**src/rtl/ahb_pkg.sv**
```systemverilog
// Shared AHB transfer/burst encodings and the burst-length helper used by the
// master multiplexer and its beat counter.
package ahb_pkg;

    typedef enum logic [1:0] {
        IDLE   = 2'd0,
        BUSY   = 2'd1,
        NONSEQ = 2'd2,
        SEQ    = 2'd3
    } htrans_t;

    typedef enum logic [2:0] {
        SINGLE = 3'd0,
        INCR   = 3'd1,
        WRAP4  = 3'd2,
        INCR4  = 3'd3,
        WRAP8  = 3'd4,
        INCR8  = 3'd5,
        WRAP16 = 3'd6,
        INCR16 = 3'd7
    } hburst_t;

    // Number of beats in a fixed-length burst; 0 marks the unbounded INCR burst.
    function automatic logic [4:0] burst_len(hburst_t burst);
        burst_len = 5'd0;
        case (burst)
            SINGLE:          burst_len = 5'd1;
            INCR:            burst_len = 5'd0;
            WRAP4, INCR4:    burst_len = 5'd4;
            WRAP8, INCR8:    burst_len = 5'd8;
            WRAP16, INCR16:  burst_len = 5'd16;
        endcase
    endfunction

endpackage

```
**src/rtl/ahb_beat_counter.sv**
```systemverilog
// Tracks the beat index of the address-phase burst and detects SEQ transfers
// that do not continue a legal burst of the same master.
module ahb_beat_counter
    import ahb_pkg::*;
#(
    parameter int MW = 4
) (
    input  logic          clk,
    input  logic          rst_n,
    input  logic          hready_i,
    input  logic [1:0]    htrans_i,
    input  logic [2:0]    hburst_i,
    input  logic [MW-1:0] hmaster_i,
    input  logic [MW-1:0] hmasterD_i,
    input  logic          prevIdle_i,
    output logic [3:0]    beat_o,
    output logic          burstLast_o,
    output logic          seqViol_o
);

    logic [3:0] beatCnt_q;
    logic [3:0] beatCnt_d;
    logic [4:0] burstLen;
    logic       active;
    htrans_t    trans;
    hburst_t    burst;

    // A NONSEQ is always beat 0; the counter already points at the next beat.
    always_comb begin
        trans       = htrans_t'(htrans_i);
        burst       = hburst_t'(hburst_i);
        burstLen    = burst_len(burst);
        active      = (trans == NONSEQ) || (trans == SEQ);
        beat_o      = (trans == NONSEQ) ? 4'd0 : beatCnt_q;
        burstLast_o = active && (burstLen != 5'd0) && ({1'b0, beat_o} == burstLen - 5'd1);
        seqViol_o   = (trans == SEQ) &&
                      (prevIdle_i || (hmaster_i != hmasterD_i) ||
                       ((burstLen != 5'd0) && ({1'b0, beatCnt_q} >= burstLen)));

        beatCnt_d = beatCnt_q;
        if (hready_i) begin
            case (trans)
                IDLE:   beatCnt_d = 4'd0;
                BUSY:   beatCnt_d = beatCnt_q;
                NONSEQ: beatCnt_d = 4'd1;
                SEQ:    beatCnt_d = beatCnt_q + 4'd1;
            endcase
        end
    end

    always_ff @(posedge clk or negedge rst_n) begin
        if (!rst_n) begin
            beatCnt_q <= 4'd0;
        end else begin
            beatCnt_q <= beatCnt_d;
        end
    end

endmodule

```
**src/rtl/ahb_master_mux.sv**
```systemverilog
// Routes the granted master's address/control onto the shared AHB bus, follows
// the data-phase owner for write data, and flags burst/lock protocol misuse.
module ahb_master_mux
    import ahb_pkg::*;
#(
    parameter int NUM_MASTERS = 16,
    parameter int ADDR_W      = 32,
    parameter int DATA_W      = 32,
    localparam int MW         = $clog2(NUM_MASTERS)
) (
    input  logic                          HCLK,
    input  logic                          HRESETn,
    input  logic [MW-1:0]                 HMASTER,
    input  logic                          HMASTLOCK,
    input  logic                          HREADY,
    input  logic [NUM_MASTERS*2-1:0]      HTRANSx,
    input  logic [NUM_MASTERS*ADDR_W-1:0] HADDRx,
    input  logic [NUM_MASTERS-1:0]        HWRITEx,
    input  logic [NUM_MASTERS*3-1:0]      HSIZEx,
    input  logic [NUM_MASTERS*3-1:0]      HBURSTx,
    input  logic [NUM_MASTERS*DATA_W-1:0] HWDATAx,
    output logic [1:0]                    HTRANS,
    output logic [ADDR_W-1:0]             HADDR,
    output logic                          HWRITE,
    output logic [2:0]                    HSIZE,
    output logic [2:0]                    HBURST,
    output logic [DATA_W-1:0]             HWDATA,
    output logic [MW-1:0]                 HMASTER_D,
    output logic                          DATA_VALID,
    output logic [3:0]                    BEAT,
    output logic                          BURST_LAST,
    output logic                          SEQ_ERR
);

    logic [MW-1:0] sel;
    htrans_t       transSel;
    logic [MW-1:0] hmasterD_q, hmasterD_d;
    logic          dataValid_q, dataValid_d;
    logic          prevIdle_q, prevIdle_d;
    logic          seqErr_q, seqErr_d;
    logic          lockViol;
    logic          seqViol;

    // While reset is held the bus shows master 0 with the transfer forced to IDLE.
    always_comb begin
        sel      = HRESETn ? HMASTER : '0;
        transSel = HRESETn ? htrans_t'(HTRANSx[sel*2 +: 2]) : IDLE;
        HTRANS   = transSel;
        HADDR    = HADDRx[sel*ADDR_W +: ADDR_W];
        HWRITE   = HWRITEx[sel];
        HSIZE    = HSIZEx[sel*3 +: 3];
        HBURST   = HBURSTx[sel*3 +: 3];
        HWDATA   = dataValid_q ? HWDATAx[hmasterD_q*DATA_W +: DATA_W] : '0;
    end

    ahb_beat_counter #(
        .MW (MW)
    ) u_beat_counter (
        .clk         (HCLK),
        .rst_n       (HRESETn),
        .hready_i    (HREADY),
        .htrans_i    (transSel),
        .hburst_i    (HBURST),
        .hmaster_i   (HMASTER),
        .hmasterD_i  (hmasterD_q),
        .prevIdle_i  (prevIdle_q),
        .beat_o      (BEAT),
        .burstLast_o (BURST_LAST),
        .seqViol_o   (seqViol)
    );

    // The error flag is a single-cycle pulse, so it clears on any stalled edge.
    always_comb begin
        lockViol    = HMASTLOCK && (HMASTER != hmasterD_q) && !prevIdle_q;
        hmasterD_d  = hmasterD_q;
        dataValid_d = dataValid_q;
        prevIdle_d  = prevIdle_q;
        seqErr_d    = 1'b0;
        if (HREADY) begin
            hmasterD_d  = HMASTER;
            dataValid_d = (transSel == NONSEQ) || (transSel == SEQ);
            prevIdle_d  = (transSel == IDLE);
            seqErr_d    = seqViol || lockViol;
        end
    end

    always_ff @(posedge HCLK or negedge HRESETn) begin
        if (!HRESETn) begin
            hmasterD_q  <= '0;
            dataValid_q <= 1'b0;
            prevIdle_q  <= 1'b1;
            seqErr_q    <= 1'b0;
        end else begin
            hmasterD_q  <= hmasterD_d;
            dataValid_q <= dataValid_d;
            prevIdle_q  <= prevIdle_d;
            seqErr_q    <= seqErr_d;
        end
    end

    assign HMASTER_D  = hmasterD_q;
    assign DATA_VALID = dataValid_q;
    assign SEQ_ERR    = seqErr_q;

endmodule
```
**config.mk**
```make
export PLATFORM = sky130hd
export DESIGN_NAME = ahb_master_mux
export DESIGN_NICKNAME = d
export VERILOG_FILES = /design/src/rtl/ahb_pkg.sv /design/src/rtl/ahb_beat_counter.sv /design/src/rtl/ahb_master_mux.sv
export SDC_FILE = /design/constraint.sdc
export NUM_CORES = 1
export LEC_CHECK = 0
export ABC_AREA = 1
export BUFFER_PORTS_ARGS = -buffer_cell sky130_fd_sc_hd__buf_2
export CAP_MARGIN = 20
export CORE_AREA = 10 10 485 487
export DETAILED_ROUTE_END_ITERATION = 6
export DIE_AREA = 0 0 495 497
export MAX_ROUTING_LAYER = met4
export REMOVE_ABC_BUFFERS = 1
export SLEW_MARGIN = 20
export SYNTH_ARGS = -nofsm -noshare
export SYNTH_HDL_FRONTEND = slang
export SYNTH_HIERARCHICAL = 1
export SYNTH_SLANG_ARGS = --single-unit
```
**constraint.sdc**
```tcl
create_clock -name HCLK -period 6.1 [get_ports HCLK]
set_input_delay 1.83 -clock HCLK [delete_from_list [all_inputs] [get_ports HCLK]]
set_output_delay 1.83 -clock HCLK [all_outputs]
set_load 0.005 [all_outputs]
```
---- After elaboration in Yosys (flattened, before gate mapping) ----
Memories as Yosys holds them, arrays and structs flattened.
Index checks and enable logic that the tools add are counted.
operators by class
  add/subtract/negate cells ............... 2
  reductions and logical operators ........ 14
  bitwise gates (word level) .............. 1
  multiplexer cells ....................... 8
  $lt $le $gt $ge ......................... 2
  equal/unequal tests ..................... 5
  shift-type cells ........................ 5
  multipliers ............................. 1
operators by type and width
  kind                 number
  $shiftx 512x10->32   2
  $shiftx 48x7->3      2
  $mux 32              1
  $shiftx 32x6->2      1
  $pmux 4 s3           1
  $mux 4               2
  $logic_and 1x1->1    6
  $mul 4x2->6 const B  1
  $eq 4x5->1           1
  $ge 4x5->1           1
  $lt 4x5->1 const B   1
  $reduce_bool 5->1    1
  $sub 5x1->5 const B  1
  $add 4x1->4 const B  1
  $bmux 1 s4           1
  $eq 2x2->1 const B   2
  $logic_or 1x1->1     4
  $ne 4x4->1           1
  $eq 2x1->1 const B   1
  $logic_not 2->1      1
  $mux 1               2
  $mux 2               1
  $reduce_and 2->1     1
  $logic_not 1->1      1
  $not 1->1            1
word-level totals
  bits in read-only memories .............. 32
  bits in registers ....................... 11
  output and inout bits ................... 84
  input port bits ......................... 1176
  memories ................................ 1
  word-level logic and storage cells ...... 44
memory list
  name             depth  width  rd ports  clocked after memory_dff  write ports  line           source
  (no name shown)  8      4      1         0                         0            ahb_pkg.sv:26  case (burst)

---- Depth between registers and ports, before layout ----
Gate-level depths: netlist of the first run.
An unclocked memory read counts as a cell.
  word-level depth ........................ 10
  gate-level depth with buffers ........... 21
  mapped depth without buffers ............ 18

---- By module ----
Netlist of the first run, hierarchy kept.
by module, submodules not included
  module            cells each  area an instance (um2)  times used  sequential area each (um2)
  ahb_master_mux    2114        11222.0                 1           176.4
  ahb_beat_counter  96          591.8                   1           100.1

---- Worst setup path after synthesis of the first run ----
OpenSTA, ideal clock, no wires.
  kind .................................... input-to-output
  start ................................... input port HMASTER[0]
  end ..................................... output port BURST_LAST
  stages .................................. 17
  arrival ................................. 3974 ps
  path buffers ............................ 3
  required time ........................... 4270 ps
  slack ................................... 296 ps
  path through ............................ buf_2 nand2_4 buf_6 clkbuf_1 or2_0 o211ai_1 o211ai_1 nand3_1 nand2_1 nor3_2 inv_1 ha_1 inv_1 nor2_1 nor3_2 nand3_1 nor2_1
on the way
  cells in the longest elaborated chain, start to end .. 7
ends and longest elaborated chain
  what                                              line                    source
  start: declaration                                ahb_master_mux.sv:13    input logic [MW-1:0] HMASTER,
  $mux 4 *                                          ahb_master_mux.sv:46    sel = HRESETn ? HMASTER : '0;
  $mul 4x2->6 *                                     ahb_master_mux.sv:52    HBURST = HBURSTx[sel*3 +: 3];
  $shiftx 48x7->3 *                                 ahb_master_mux.sv:52
  via HBURST[1]                                     ahb_master_mux.sv:26    output logic [2:0] HBURST,
  $mem_v2 8x4 *                                     --
  $sub 5x1->5 or $reduce_bool 5->1 (tied branches)  ahb_beat_counter.sv:35  burstLast_o = active && (burstLen != 5'd0) && ({1'b0, beat_o} == burstLen - 5'd1);
  $eq 4x5->1 or $logic_and 1x1->1 (tied branches)   ahb_beat_counter.sv:35
  $logic_and 1x1->1 *                               ahb_beat_counter.sv:35
  end: declaration                                  ahb_master_mux.sv:31    output logic BURST_LAST,
Mark *: on every way through the listed nets, which the timed path passes. The rest lies on a longest branch.

---- Worst setup path in the final report of the first run ----
  start ................................... input port HMASTER[0]
  end ..................................... output port BURST_LAST
on the way
  cells in the longest elaborated chain, start to end .. 7
ends and longest elaborated chain
  what                                             line
  $mux 4 *                                         ahb_master_mux.sv:46
  $mul 4x2->6 or $shiftx 32x6->2 (tied branches)   ahb_master_mux.sv:52, ahb_master_mux.sv:47
  $shiftx 48x7->3 or $mux 2 (tied branches)        ahb_master_mux.sv:52, ahb_master_mux.sv:47
  $mem_v2 8x4, or another cell as far along        --
  $sub 5x1->5, or another cell as far along        ahb_beat_counter.sv:35
  $eq 4x5->1 or $logic_and 1x1->1 (tied branches)  ahb_beat_counter.sv:35
  $logic_and 1x1->1 *                              ahb_beat_counter.sv:35
Every way passes the cells marked *; elsewhere a longest branch is shown, timed or not.

==> out/qor.yml, run 1 <==
power_and_ir_drop:
  clockPowerShare_pct: 6.4
  cellLeakagePower_nw: 9.128
  seqPwrFrac_pct: 5.2
  combPwrFrac_pct: 88.4
  power-per-cell-area_nw_per_um2: 91.38
  vdd.ir_drop.worst_mv: 0.05202
  totalPowerFinal_mw: 2.075
  netSwitchingPower_mw: 1.164
  switching_share_pct: 56.09
  p_int_mw: 0.9110
global_routing:
  use_met3_pct: 3.028
  antenna_found_initial: 174
  use_met2_pct: 22.82
  overflow: 0
  grt_max_degree: 131
  grt_first_pass_wirelength_um: 208100
  grt_busiest_layer: "met2"
  gr-usage-met1_pct: 13.00
  grt.total_usage_pct: 12.70
  grt_pass1_vias: 22459
routing:
  first_pass_iters: 6
  drc: 0
  viasPerCell: 3.492
  avgRoutedWirePerCell_um: 25.19
  drt_wl_total_um: 163900
  drtIter0Drc: 2169
  antenna_left: 0
  vias: 22721
finish:
  post_route_cells_drive_above_1_share_pct: 43.52
  final_common_cell: "buf_2"
  stdcell_area_um2: 22710
  nets: 4547
  area_growth_pct: 92.19
  final_util_pct: 10.05
  final_cell_mix: "buf_2, nor2_1, o211ai_1, o21ai_0, nand3_1"
synthesis:
  avgSynthCellArea_um2: 5.346
  synth-seq-cells: 11
  synthArstFlopShare_pct: 100.0
  synth_cells: 2210
  ys_types: 33
  synth_top_flop_cell: "dfrtp_1"
  synth_edf_count: 0
  synth_warnings: 6
  syn_area_um2: 11810
  yosysSeqAreaShare_pct: 2.341
critical_path:
  reg2reg_depth: 8
  r2r-end: "SEQ_ERR"
  start_kind: "primary input"
  crit_fanout: 58
  worstPathRequired_ps: 4270
  r2r_slack_ps: 3600
  worstReg2RegStart: "HMASTER_D[1]"
  criticalPathCategory: "primary input to output port"
  critical_path_arrival_ps: 4170
  crit_path_end_kind: "output port"
timing:
  setup_viol: 0
  fin_crit_sh_pct: 98.41
  finClkSkew_ps: 13.96
  report.final.slew_viol_count: 0
  finalCriticalPeriod_ps: 6003
  worstMarginPinSlew_ps: 1181
  grt_setup_unrepaired: "true"
  relSlewSlack_pct: 20.45
  final-hold-violation-count: 0
  max_freq_mhz: 166.6
placed_design:
  dp_hpwl_um: 145500
  gp_congestion: 1.025
  placed_area_um2: 22110
  port_buffers: 1259
clock_network:
  holdBufCountCts: 0
  root_buffer: "clkbuf_16"
  cts_inserted_buffers: 3
  htreeDepth: 1
  clock_latency_ps: 260
  cts_sinks: 11
  clkSlewWorstSetupHoldPaths_ps: 50
  clockBufferDepth: 2
  cts_tree: "built"
hold_path:
  hold_end: "prevIdle_q"
  hp-class: "register to register"
  hold_depth: 2
  min_from: "prevIdle_q"
die:
  rows: 175
  dieArea_um2: 246000
  chipWidth_um: 495
  start_util_pct: 5.228
  die_h_um: 497
  coreArea_um2: 226000
  pin_count: 1260
job:
  cap_violations: 0
outcome:
  status: "complete, no violations"
[flip-flops by register name, summed over array words and instances, names as in the netlist]
name	flops
u_beat_counter/beatCnt_q	4
HMASTER_D	4
SEQ_ERR	1
prevIdle_q	1
DATA_VALID	1
[repair_timing]
item                       CTS  global route
buffers inserted             2             0
pin swaps                   11            13
setup endpoints to repair    1             1
resized for setup           28             6
cloned                       2             0
[metrics by stage]
| step | hold WS [ps] | TNS (ps) | setup WS (ps) | std cells |
|---|---|---|---|---|
| 4_1_cts | 486.7 | -13.85 | -13.85 | 6372 |
| 5_1_grt | 492.4 | -41.49 | -41.49 | 6492 |
| 3_3_place_gp | 468.8 | -748.3 | -748.3 | 6364 |
| 3_5_place_dp | 475.4 | -621.9 | -621.9 | 6364 |
| 6_report | 484.2 | 0 | 96.71 | 6506 |
| 2_1_floorplan | 454.0 | -163650 | -3544 | 1969 |
[layer usage]
layer,routed length (um),vias up
li1,-,10378
met3,13640,410
met2,82410,1597
met1,58540,10336
met4,9302,0
met5,0,-
[kinds of logic (layout without fill, tap and decap cells)]
logic type,after synthesis,count (layout),share of synthesized area (%)
DFF,11,11,2.341
and+or+nand+nor,1009,1009,37.70
adders and majority gates,8,8,0.8473
xor gates and xnor gates,7,7,0.5190
AOI/OAI and AO/OA,899,899,47.68
other,0,135,0
buffers and inverters,276,1428,10.91
[worst max-delay path, stage by stage]
cell,delay (ps)
buf_12,90
buf_12,260
o21ai_0,120
o211ai_1,200
nand3_1,150
nand2_2,120
buf_12,110
inv_1,50
ha_1,190
inv_2,110
ha_4,210
inv_2,50
nor2_1,50
nor3_2,120
nand3_2,110
nor2_4,230
buf_6,140
[layout make-up]
| type | count | area [um^2] |
|---|---|---|
| Antenna cell | 135 | 337.8 |
| Clock buffer | 4 | 78.83 |
| Fill cell | 26965 | 203300 |
| Inverter | 35 | 163.9 |
| Multi-Input combinational cell | 1923 | 10360 |
| Sequential cell | 11 | 289.0 |
| Tap cell | 3009 | 3765 |
| Timing Repair Buffer | 1389 | 7715 |
[power groups by stage]
stage | clock, mW | sequential [mW] | combinational, mW
after detailed placement | 0 | 0.113 | 1.82
after global placement | 0 | 0.113 | 1.82
final | 0.133 | 0.108 | 1.83
after global routing | 0.141 | 0.112 | 2.00
after CTS | 0.140 | 0.112 | 1.85
after floorplan | 0 | 0.140 | 0.689
[cells in the mapped netlist, types with 6 or more instances]
cell type	number	area, um^2
or2_0	135	844.6
xnor2_1	6	52.55
buf_6	16	180.2
nand3_1	175	875.8
o21ai_0	371	1857
o21ai_1	50	250.2
a21oi_1	36	180.2
inv_2	8	30.03
clkbuf_1	117	439.2
buf_2	69	345.3
nand2_1	105	394.1
inv_1	27	101.4
ha_1	8	100.1
buf_4	9	67.56
buf_1	28	105.1
o211ai_1	435	3266
dfrtp_1	10	250.2
or2_2	23	143.9
nor2_1	555	2083
[worst max path at each step]
stage / end / depth (start not counted) / start
finish: BURST_LAST / 17 / HMASTER[0]
global placement: BURST_LAST / 18 / HRESETn
global route: BURST_LAST / 17 / HMASTER[0]
CTS: BURST_LAST / 17 / HRESETn
detailed placement: BURST_LAST / 19 / HRESETn
floorplan: HWDATA[0] / 5 / HMASTER_D[0]
(Power assumes the default switching activity.)
==> run 2, diff against run 1 <==
BUFFER_PORTS_ARGS = -buffer_cell sky130_fd_sc_hd__buf_4   (was -buffer_cell sky130_fd_sc_hd__buf_2)
==> run 2 against run 1 <==
  * Wire length decreased by 1.0%
  * Highest routed layer unchanged
  * Utilization is 1.3 points higher
  * First-iteration DRC count decreased by 16%
  * Register-to-register slack gained 260 ps
  * Final cell count shrank 0.97%
  * Largest cell class is now buffers
  * Power up 12%
  * Clock power is essentially flat
  * Die area is the same
  * Non-clock buffer count grew 14
  * Critical path depth rose by 1
  * Maximum frequency down 0.75%
  * Final area grew 13%
  * Critical path type unchanged
==> out/qor.yml, run 2 (synthesized netlist as in run 1, its figures left out) <==
finish:
  fillers: 26811
  post_route_cells_drive_above_1_share_pct: 43.84
  final_common_cell: "buf_4"
  area_growth_pct: 117.5
  final_util_pct: 11.37
  multi_input_area_um2: 10380
  nets: 4561
  regArea_um2: 289.0
  final_cell_mix: "buf_4, nor2_1, o211ai_1, o21ai_0, nand3_1"
global_routing:
  overflow: 0
  antenna_found_initial: 110
  grt_first_pass_wirelength_um: 206700
  grt_max_degree: 136
  grt.total_usage_pct: 12.53
  grt_pass1_vias: 22445
critical_path:
  critical_path_arrival_ps: 4220
  slowest_delay_ps: 220
  reg2reg_depth: 8
  start_kind: "primary input"
  worstPathCellList: "buf_12 -> nand2_8 -> inv_6 -> buf_12 -> o211ai_1 -> o211ai_1 -> nand3_1 -> nand2_2 -> buf_12 -> ha_2 -> inv_2 -> ha_4 -> inv_4 -> nor2_2 -> nor3_2 -> nand3_2 -> nor2_4 -> buf_6"
  worstPathRequired_ps: 4270
  crit_fanout: 16
  r2r_slack_ps: 3860
  crit_path_end_kind: "output port"
  worstReg2RegStart: "HMASTER_D[1]"
  cp_slowest_cell: "ha_4"
  path_common_cell: "buf_12"
  criticalPathCategory: "primary input to output port"
  r2r-end: "SEQ_ERR"
timing:
  tns_ps: 0
  setup_viol: 0
  hold_ws_ps: 476.8
  fin_crit_sh_pct: 99.16
  finClkSkew_ps: 6.030
  max_freq_mhz: 165.3
  relSlewSlack_pct: 35.24
  report.final.slew_viol_count: 0
  finalCriticalPeriod_ps: 6049
  worstMarginPinSlew_ps: 964.9
  final-hold-violation-count: 0
  grt_setup_unrepaired: "true"
placed_design:
  dp_hpwl_um: 144200
  gp_congestion: 0.9791
  port_buffers: 1259
routing:
  avgRoutedWirePerCell_um: 25.18
  drtIter0Drc: 1829
  drt_wl_total_um: 162200
  top_layer: "met4"
  antenna_left: 0
  viasPerCell: 3.432
  met3_length_um: 12040
  dr_wl_met2_um: 82650
  first_pass_iters: 5
  wl_met1_um: 59710
  drc: 0
  vias: 22110
die:
  chipWidth_um: 495
  dieArea_um2: 246000
  coreArea_um2: 226000
  pin_count: 1260
  die_h_um: 497
  start_util_pct: 5.228
  rows: 175
outcome:
  status: "complete, no violations"
clock_network:
  cts_sinks: 11
  cts_tree: "built"
  clock_latency_ps: 260
  cts_inserted_buffers: 3
  htreeDepth: 1
  clkSlewWorstSetupHoldPaths_ps: 50
  root_buffer: "clkbuf_16"
  holdBufCountCts: 0
  clockBufferDepth: 2
hold_path:
  min_from: "prevIdle_q"
  hold_end: "prevIdle_q"
  hp-class: "register to register"
  hold_depth: 2
job:
  cap_violations: 0
power_and_ir_drop:
  cellLeakagePower_nw: 10.22
  vdd.ir_drop.worst_mv: 0.05106
  totalPowerFinal_mw: 2.330
  power-per-cell-area_nw_per_um2: 90.69
run 2: how the worst max path moves through the flow:
stage	startpoint	end	slack, ps
2_1_floorplan	HMASTER_D[0]	HWDATA[0]	-3540
6_report	HMASTER[0]	BURST_LAST	50
4_1_cts	HRESETn	BURST_LAST	-40
3_5_place_dp	HRESETn	BURST_LAST	-500
5_1_grt	HMASTER[0]	BURST_LAST	-170
3_3_place_gp	HRESETn	BURST_LAST	-600
run 2: repair_timing:
item	in CTS	in global routing
setup endpoints to repair	1	1
gates cloned	1	1
gates resized for setup	26	10
pin swaps	15	14
setup buffers	10	0
run 2: cell type report:
type	instances	share of cell area, %
Inverter	35	0.6380
Timing Repair Buffer	1403	42.33
Tap cell	3009	14.65
Sequential cell	11	1.125
Clock buffer	4	0.3068
Antenna cell	58	0.5649
Multi-Input combinational cell	1923	40.38
run 2: routing by layer:
metal  GRT usage [%]  up-vias
met5               -        -
met2           22.42     1267
li1                -    10319
met4           5.485        0
met3           2.759      232
met1           13.13    10292
run 2: critical path, delay by kind of cell:
kind / cells / cell delay (ps)
fa+ha+maj: 2 / 400
simple gates: 7 / 900
buf+inv: 7 / 740
compound gates: 2 / 300
run 2: report_power, final:
group          switching, mW  internal, mW
sequential            0.0216        0.0810
combinational           1.11         0.985
clock                 0.0431        0.0887
total                   1.17          1.16
run 2: stage by stage:
step | std cells | area, um^2 | worst slack (ps)
after detailed placement | 6370 | 25220 | -500.3
final | 6443 | 25690 | 51.30
after global placement | 6370 | 25220 | -600.6
after floorplan | 1969 | 10660 | -3544
after CTS | 6384 | 25480 | -39.01
after global routing | 6435 | 25670 | -168.3
==> run 3, diff against run 2 <==
ABC_AREA = 0   (was 1)
CORE_AREA = 10 10 479 481   (was 10 10 485 487)
DIE_AREA = 0 0 489 491   (was 0 0 495 497)
==> run 3 against run 2 <==
  * The run now ends with setup timing left
  * Clock skew is 5.9 ps lower
  * Synthesized cell count is 46% lower
  * Register-to-register slack better by 100 ps
  * Critical path depth is 6 lower
  * Non-clock buffer count is 22 higher
  * Sequential share of layout area hardly changed
  * Via count is 19% lower
  * Critical endpoint unchanged
  * Largest cell class unchanged
==> out/qor.yml, run 3 <==
outcome:
  status: "finished with violations"
  violations: "setup timing"
routing:
  first_pass_iters: 5
  viasPerCell: 3.323
  antenna_left: 0
  dr_wl_met2_um: 97100
  drt_wl_total_um: 182200
  met3_length_um: 12710
  top_layer: "met4"
  vias: 17941
  drc: 0
  wl_met1_um: 61440
  drtIter0Drc: 1362
  avgRoutedWirePerCell_um: 33.75
power_and_ir_drop:
  p_int_mw: 1.361
  cellLeakagePower_nw: 10.55
  netSwitchingPower_mw: 0.9842
  power-per-cell-area_nw_per_um2: 92.58
  totalPowerFinal_mw: 2.345
  seqPwrFrac_pct: 5.9
  switching_share_pct: 41.97
  vdd.ir_drop.worst_mv: 0.08228
  clockPowerShare_pct: 5.2
  combPwrFrac_pct: 88.9
placed_design:
  placedCellCount: 5325
  gp_congestion: 0.9718
  port_buffers: 1259
  dpl_worst_slack_ps: -539.1
  placed_area_um2: 24800
  dp_hpwl_um: 167200
clock_network:
  cts_tree: "built"
  clock_latency_ps: 240
  root_buffer: "clkbuf_16"
  htreeDepth: 1
  holdBufCountCts: 0
  clkSlewWorstSetupHoldPaths_ps: 40
  cts_sinks: 11
  cts_inserted_buffers: 3
  clockBufferDepth: 2
finish:
  final_common_cell: "buf_4"
  final_cell_mix: "buf_4, mux4_2, a21oi_1, nand2_1, mux2i_1"
  nets: 3657
  fillers: 25366
  fin_cells: 5399
  post_route_cells_drive_above_1_share_pct: 69.01
  stdcell_area_um2: 25330
  area_growth_pct: 133.0
synthesis:
  synth_warnings: 6
  synth_edf_count: 0
  synth-seq-cells: 11
  avgSynthCellArea_um2: 9.102
  synthArstFlopShare_pct: 100.0
  synth_top_area_share_pct: 41.86
  synth-compound-area-share_pct: 22.86
  ys_types: 51
  yosysSeqAreaShare_pct: 2.544
  syn_area_um2: 10870
  synth_common_cells: "mux4_2, a21oi_1, nand2_1"
  yosysMostFrequentCell: "mux4_2"
  yosys-top-cells-area: "mux4_2, a21oi_1, mux2i_1, o211ai_1, mux2_2"
  synth_top_flop_cell: "dfrtp_1"
  synth-xor-area-share_pct: 0.9556
  synthMuxAreaShare_pct: 54.29
  synth_top_family_by_area: "multiplexers"
  synth-adder-area-share_pct: 0.9210
  synthSimpleGateAreaFrac_pct: 11.90
  yosys.area.top_type: "mux4_2"
  synth_cells: 1194
die:
  chipWidth_um: 489
  die_h_um: 491
  start_util_pct: 4.956
  coreArea_um2: 219300
  dieArea_um2: 240100
  rows: 172
  pin_count: 1260
critical_path:
  crit_path_end: "BURST_LAST"
  criticalPathCategory: "primary input to output port"
  critical_path_arrival_ps: 4540
  r2r-end: "SEQ_ERR"
  worstPathRequired_ps: 4270
  reg2reg_depth: 6
  r2r_slack_ps: 3960
  crit_path_end_kind: "output port"
  start_kind: "primary input"
  crit_path_start: "HMASTER[0]"
  crit_fanout: 7
  worstReg2RegStart: "HMASTER_D[1]"
hold_path:
  hp-class: "register to register"
global_routing:
  grt_pass1_vias: 18818
  antenna_found_initial: 183
  grt_first_pass_wirelength_um: 221300
  overflow: 0
  grt_max_degree: 63
  grt.total_usage_pct: 14.60
timing:
  report.final.slew_viol_count: 0
  grt_setup_unrepaired: "true"
  setup_viol: 1
  final-hold-violation-count: 0
  max_freq_mhz: 157.1
  worstMarginPinSlew_ps: 1044
  timing.final.ws_setup_ps: -266.3
  relSlewSlack_pct: 30.40
  finalCriticalPeriod_ps: 6366
  finClkSkew_ps: 0.1732
  fin_crit_sh_pct: 104.4
job:
  cap_violations: 0
run 3: worst min-delay path by stage:
| stage | start | end | slack (ps) | cells after the start |
|---|---|---|---|---|
| 2_1_floorplan | prevIdle_q | prevIdle_q | 460 | 2 |
| 3_3_place_gp | prevIdle_q | prevIdle_q | 480 | 2 |
| 3_5_place_dp | prevIdle_q | prevIdle_q | 480 | 2 |
| 4_1_cts | prevIdle_q | prevIdle_q | 490 | 2 |
| 5_1_grt | prevIdle_q | prevIdle_q | 520 | 2 |
| 6_report | prevIdle_q | prevIdle_q | 490 | 2 |
run 3: cell type report:
class,count,area [um^2],share of cell area (%)
well taps,2871,3592,14.18
clock buffers,3,75.07,0.2964
diodes,56,140.1,0.5533
inverters,12,47.55,0.1877
flip-flops and latches,11,289.0,1.141
repair buffers,1425,11180,44.13
multi-input cells,1020,10000,39.49
clock inverters,1,5.005,0.01976
run 3: repair_timing:
item                       4_1_cts  5_1_grt
pin swaps                       10        5
cloned                           3        0
gates resized for setup         31        8
buffers inserted                11        0
setup endpoints to repair       24        6
run 3: power groups by stage:
stage | clock network [mW] | registers (mW) | logic, mW
detailed placement | 0 | 0.141 | 2.06
global route | 0.129 | 0.142 | 2.20
CTS | 0.127 | 0.140 | 2.11
finish | 0.122 | 0.138 | 2.08
global placement | 0 | 0.141 | 2.05
floorplan | 0 | 0.165 | 0.728
run 3: kinds of logic after synthesis:
| family | after synthesis |
|---|---|
| flip-flops | 11 |
| XOR/XNOR | 11 |
| buffers and inverters | 164 |
| AND/OR/NAND/NOR | 254 |
| AO/OA/AOI/OAI | 415 |
| adder cells (fa/ha/maj) | 8 |
| multiplexers | 331 |
run 3: metrics by stage:
step | TNS [ps] | util, % | hold slack, ps
finish | -266.3 | 11.55 | 490.7
global route | -357.4 | 11.54 | 515.4
CTS | -259.8 | 11.47 | 489.2
detailed placement | -3237 | 11.31 | 481.2
global placement | -3095 | 11.31 | 481.4
floorplan | -159590 | - | 461.1
run 3: metal layers:
metal / vias to the layer above / track usage [%]
met1: 8740 / 14.06
met2: 1387 / 27.63
met3: 379 / 3.189
met5: - / -
met4: 0 / 6.475
li1: 7435 / -
run 3: critical path, cell delays in order:
cell and delay [ps]:
clkbuf_16 170, mux4_2 530, mux2i_1 160, buf_4 190
nor3b_2 50, a211o_1 260, buf_12 150, nand2b_4 160
and2_4 160, o32a_1 320, nor4b_4 300, buf_4 180
